==> src/rtl/ccff_chain_loader.sv <==
// Bitstream loader for a serial configuration flip-flop chain.
// It accepts bytes, shifts them MSB-first into the chain head and tracks tail parity.
module ccff_chain_loader #(
    parameter int unsigned CHAIN_LEN    = 40,
    parameter int unsigned CNT_W        = 16,
    parameter int unsigned UNDERRUN_MAX = 1024
) (
    input  logic       prog_clk,
    input  logic       prog_rst_n,
    input  logic       start,
    input  logic       bs_valid,
    input  logic [7:0] bs_data,
    output logic       bs_ready,
    output logic       ccff_head,
    output logic       ccff_shift_en,
    input  logic       ccff_tail,
    output logic       busy,
    output logic       done,
    output logic       error,
    output logic       tail_parity
);

    localparam int unsigned BYTE_W = 8;
    localparam int unsigned PEND_W = 4;

    localparam logic [CNT_W-1:0]  LAST_BIT  = CNT_W'(CHAIN_LEN - 1);
    localparam logic [CNT_W-1:0]  TO_LAST   = CNT_W'(UNDERRUN_MAX - 1);
    localparam logic [PEND_W-1:0] PEND_FULL = PEND_W'(BYTE_W);
    localparam logic [PEND_W-1:0] PEND_ONE  = PEND_W'(1);
    localparam logic [CNT_W-1:0]  CNT_ONE   = CNT_W'(1);

    typedef enum logic [1:0] {
        S_IDLE,
        S_LOAD,
        S_DONE,
        S_ERR
    } state_t;

    state_t            state;
    logic [BYTE_W-1:0] byte_buf;
    logic [PEND_W-1:0] pend;
    logic [CNT_W-1:0]  bit_cnt;
    logic [CNT_W-1:0]  to_cnt;

    logic in_load;
    logic have_bits;

    // Handshake and chain strobes are pure decodes of registered state.
    assign in_load       = (state == S_LOAD);
    assign have_bits     = (pend != '0);
    assign bs_ready      = in_load && !have_bits;
    assign ccff_shift_en = in_load && have_bits;
    assign ccff_head     = ccff_shift_en && byte_buf[BYTE_W-1];
    assign busy          = in_load;

    always_ff @(posedge prog_clk or negedge prog_rst_n) begin
        if (!prog_rst_n) begin
            state       <= S_IDLE;
            byte_buf    <= '0;
            pend        <= '0;
            bit_cnt     <= '0;
            to_cnt      <= '0;
            done        <= 1'b0;
            error       <= 1'b0;
            tail_parity <= 1'b0;
        end else begin
            case (state)
                S_LOAD: begin
                    if (have_bits) begin
                        byte_buf    <= {byte_buf[BYTE_W-2:0], 1'b0};
                        pend        <= pend - PEND_ONE;
                        bit_cnt     <= bit_cnt + CNT_ONE;
                        tail_parity <= tail_parity ^ ccff_tail;
                        // Last chain bit: drop whatever is left of the final byte.
                        if (bit_cnt == LAST_BIT) begin
                            state    <= S_DONE;
                            done     <= 1'b1;
                            pend     <= '0;
                            byte_buf <= '0;
                        end
                    end else if (bs_valid) begin
                        byte_buf <= bs_data;
                        pend     <= PEND_FULL;
                        to_cnt   <= '0;
                    end else begin
                        to_cnt <= to_cnt + CNT_ONE;
                        if (to_cnt == TO_LAST) begin
                            state <= S_ERR;
                            error <= 1'b1;
                        end
                    end
                end
                default: begin
                    // IDLE, DONE and ERR all restart the same way.
                    if (start) begin
                        state       <= S_LOAD;
                        byte_buf    <= '0;
                        pend        <= '0;
                        bit_cnt     <= '0;
                        to_cnt      <= '0;
                        done        <= 1'b0;
                        error       <= 1'b0;
                        tail_parity <= 1'b0;
                    end
                end
            endcase
        end
    end

endmodule

==> config.mk <==
export PLATFORM = sky130hd
export DESIGN_NAME = ccff_chain_loader
export DESIGN_NICKNAME = d
export VERILOG_FILES = /design/src/rtl/ccff_chain_loader.sv
export SDC_FILE = /design/constraint.sdc
export NUM_CORES = 1
export LEC_CHECK = 0
export CAP_MARGIN = 10
export CORE_MARGIN = 3
export CORE_UTILIZATION = 50
export DETAILED_ROUTE_END_ITERATION = 10
export PLACE_DENSITY = 0.72
export SYNTH_ARGS = -nofsm -noshare
export SYNTH_HDL_FRONTEND = slang
export SYNTH_SLANG_ARGS = --single-unit
export TNS_END_PERCENT = 1
==> constraint.sdc <==
create_clock -name prog_clk -period 2.1 [get_ports prog_clk]
set_clock_uncertainty 0.15 [all_clocks]
set_input_delay 0.315 -clock prog_clk [delete_from_list [all_inputs] [get_ports prog_clk]]
set_output_delay 0.315 -clock prog_clk [all_outputs]
set_load 0.005 [all_outputs]
==> metrics.txt <==
Async SR Flop Fraction=1.00; top cell type's share of synthesized area=0.444; Clock Latency Late Sink=a little over 0.3 ns; Tot Pwr=3.82 mW; Critical Path, Cell by Cell=inv_2, ha_4, or3b_4, buf_6, buf_6, buf_6, buf_6, mux2i_4, o21ai_1, a22o_1; Hold Worst Slack=roughly 0.33 ns; Max Used Layer=met4; Place WS=-0.117 ns; H-tree depth=2; vias in the first global route=about 2,500; # IOs=20; synth unique cells=54; Cell Area, Placed=about 0.0033 sq mm; Initial Util=0.527; WL per Instance=around 16 microns; critical path's most frequent cell=buf_6; EDFF count, synth=0; relative slew slack=0.634; peak supply drop=0.000818 V; Max-cap violations=0; CTS buffer count=5; Worst Path Max Fanout=5; cells after synthesis=about 290; hold path start=tail_parity$_DFFE_PN0P_; worst setup slack after layout=-0.166 ns; Reg2Reg Launch Point=pend[1]$_DFFE_PN0P_; first drt pass iteration count=4; RR Endpoint=to_cnt[7]$_DFFE_PN0P_; area grow syn2layout=27.4%; final count of pins violating max slew=0; number of nets still failing antenna checks after routing=0; post-synthesis sequential area ratio=0.444; root buffer cell=clkbuf_8; leakage=around 1.5 nW; commonest cells in the synthesized netlist=49 x dfrtp_1, 28 x nand2_1, 21 x nand3_1; Clock Sinks=49; DR WL met3=around 280 microns; vias per std cell=between 5 and 6; first-pass GRT wire length=about 12 mm; Max Buffers Root-to-Sink=2; Synth area leaders=dfrtp_1 44%, nand2_1 3.8%, nand3_1 3.8%, nand4_1 2.7%, o21ai_1 2.7%; Arrival @ worst endpoint=between 2 and 2.5 ns; Final Hold Fails=0; final setup fails=36; Post-Route WL=6.84 mm; CTS tree=yes; detailed-route via count=roughly 2,500; outcome=finished, violations left; flops & latches, synth=49; RSZ-0062 raised after global routing=yes; Ant. Diodes=0; row cnt=26; Filler cells=413; # port buffers=19; register area=roughly 0.0012 sq mm; wl on met1=around 3.1 mm; initial antenna violation count=0; Vert. Die Dim=around 80 microns; Synth Cell Area=0.00276 sq mm; cell accounting for the most synthesized area=dfrtp_1; largest net degree at the start of global routing=29; total grt overflow=0; failing checks=negative setup slack; Ys Warns=0; GPL Wtd Cong=roughly 0.90; final net count=370; Hold WC Path Type=flip-flop to flip-flop; met2 routed WL=between 3 and 4 mm; critical path data required time=roughly 2.2 ns; Least-Margin Pin Slew=approximately 0.55 ns; post-route cell area=around 0.0035 sq mm; fmax=441 MHz; max incr delay on CP=approximately 0.4 ns; final worst-path cycle share=1.08; main flop type after synthesis=dfrtp_1; first-iteration detailed-routing DRC count=189; Worst Hold End=tail_parity$_DFFE_PN0P_; hold path cells=1; Net Count, Synth=roughly 300; die area=0.00645 sq mm; HPWL Detailed=approximately 4.7 mm; clock-pin slew on the worst setup and hold paths=about 0.090 ns; multi-input logic area=0.00147 sq mm; GR Util All Layers=0.229; Die X=~80 microns; critical-path cell with the highest stage delay=dfrtp_1; DRC Markers=0; total core area=between 0.005 and 0.006 sq mm; pwr dens=roughly 1100 mW/mm^2; flop2flop setup slack=-0.17 ns; element type at the critical path end=flip-flop; top-count cell post-synth=dfrtp_1; R2R cell count=10; Period minus WS final=between 2 and 2.5 ns; type of origin of the critical path=flip-flop; syn avg cell area=9.49 sq um; layout cells sized above 1=0.235; Crit Path Class=flip-flop to flip-flop
-- power breakdown --
| group | switching (mW) | internal, mW |
|---|---|---|
| Sequential | 0.182 | 1.13 |
| Combinational | 0.969 | 0.969 |
| Clock | 0.308 | 0.262 |
| Total | 1.46 | 2.36 |
-- through the flow --
| stage | cells | TNS [ns] | util |
|---|---|---|---|
| 2_1_floorplan | 291 | 0 | - |
| 3_3_place_gp | 408 | -1.06 | 0.621 |
| 3_5_place_dp | 408 | -1.64 | 0.621 |
| 4_1_cts | 422 | -1.09 | 0.666 |
| 5_1_grt | 423 | -5.41 | 0.672 |
| 6_report | 423 | -2.03 | 0.672 |
-- how the worst max path moves through the flow --
stage                                    from                      end
after floorplan           pend[0]$_DFFE_PN0P_  byte_buf[1]$_DFFE_PN0P_
after detailed placement             bs_valid   to_cnt[12]$_DFFE_PN0P_
after global routing      pend[1]$_DFFE_PN0P_    to_cnt[7]$_DFFE_PN0P_
after global placement               bs_valid   to_cnt[12]$_DFFE_PN0P_
final                     pend[1]$_DFFE_PN0P_    to_cnt[7]$_DFFE_PN0P_
after CTS                 pend[1]$_DFFE_PN0P_    to_cnt[7]$_DFFE_PN0P_
-- sequential cells by signal, summed over array words and instances (netlist names) --
register / count
state: 2
done: 1
tail_parity: 1
pend: 4
byte_buf: 8
to_cnt: 16
error: 1
bit_cnt: 16
-- kinds of logic (layout without fill, tap and decap cells) --
logic type,count (synthesis),in the layout,share of synthesized area
AOI/OAI and AO/OA,77,78,0.186
xor gates and xnor gates,1,1,0.00317
adders and majority gates,4,4,0.0181
buffers and inverters,24,85,0.0562
DFF,49,49,0.444
muxes,6,6,0.0276
and+or+nand+nor,130,130,0.265
-- cell type report --
| cell class | count | area share |
|---|---|---|
| timing repair buffer | 66 | 0.167 |
| tap | 70 | 0.0249 |
| inverter | 12 | 0.0171 |
| sequential | 49 | 0.349 |
| multi-input combinational | 219 | 0.418 |
| clock buffer | 7 | 0.0245 |
-- cell usage in the layout, fill, tap and decap left out, types with 2 or more instances in the layout --
master	instances
nand2_2	3
o211ai_1	3
o31ai_2	2
inv_1	8
buf_6	11
nor3_1	9
a21oi_1	13
nor4_2	2
ha_1	3
o21ai_1	17
nor3b_1	3
a31oi_1	8
buf_4	34
or3_1	5
mux2i_1	3
nor2_4	2
and3_1	4
o21ai_0	8
or4b_1	2
mux2i_4	2
clkbuf_8	6
nor4_1	8
a221o_1	7
dfrtp_1	49
nand3_1	21
nand4_1	12
o31a_1	2
a22o_1	3
or4_1	5
inv_2	2
a21o_1	3
o311ai_0	2
buf_2	2
clkdlybuf4s50_1	14
o41ai_1	2
nor2_1	16
nand2_1	25
o22ai_4	2
-- repair_timing --
action,in CTS,in global routing
endpoints found under the hold margin,21,0
setup buffers,5,1
pin swaps,14,8
gates cloned,1,0
hold buffers,1,0
endpoints found under the setup margin,18,48
gates resized for setup,38,9
-- metal layers --
| metal | GRT usage | vias up |
|---|---|---|
| met5 | 0 | - |
| li1 | - | 1228 |
| met2 | 0.370 | 55 |
| met3 | 0.0325 | 11 |
| met1 | 0.313 | 1238 |
| met4 | 0.0777 | 0 |
-- critical path: cells and delay by family (launching register included) --
| family | cells | cell delay (ns) |
|---|---|---|
| AOI/OAI and AO/OA | 2 | 0.32 |
| adders and majority gates | 1 | 0.13 |
| buffers and inverters | 5 | 0.55 |
| DFF | 1 | 0.40 |
| muxes | 1 | 0.21 |
| and+or+nand+nor | 1 | 0.40 |
(Power assumes the default switching activity.)
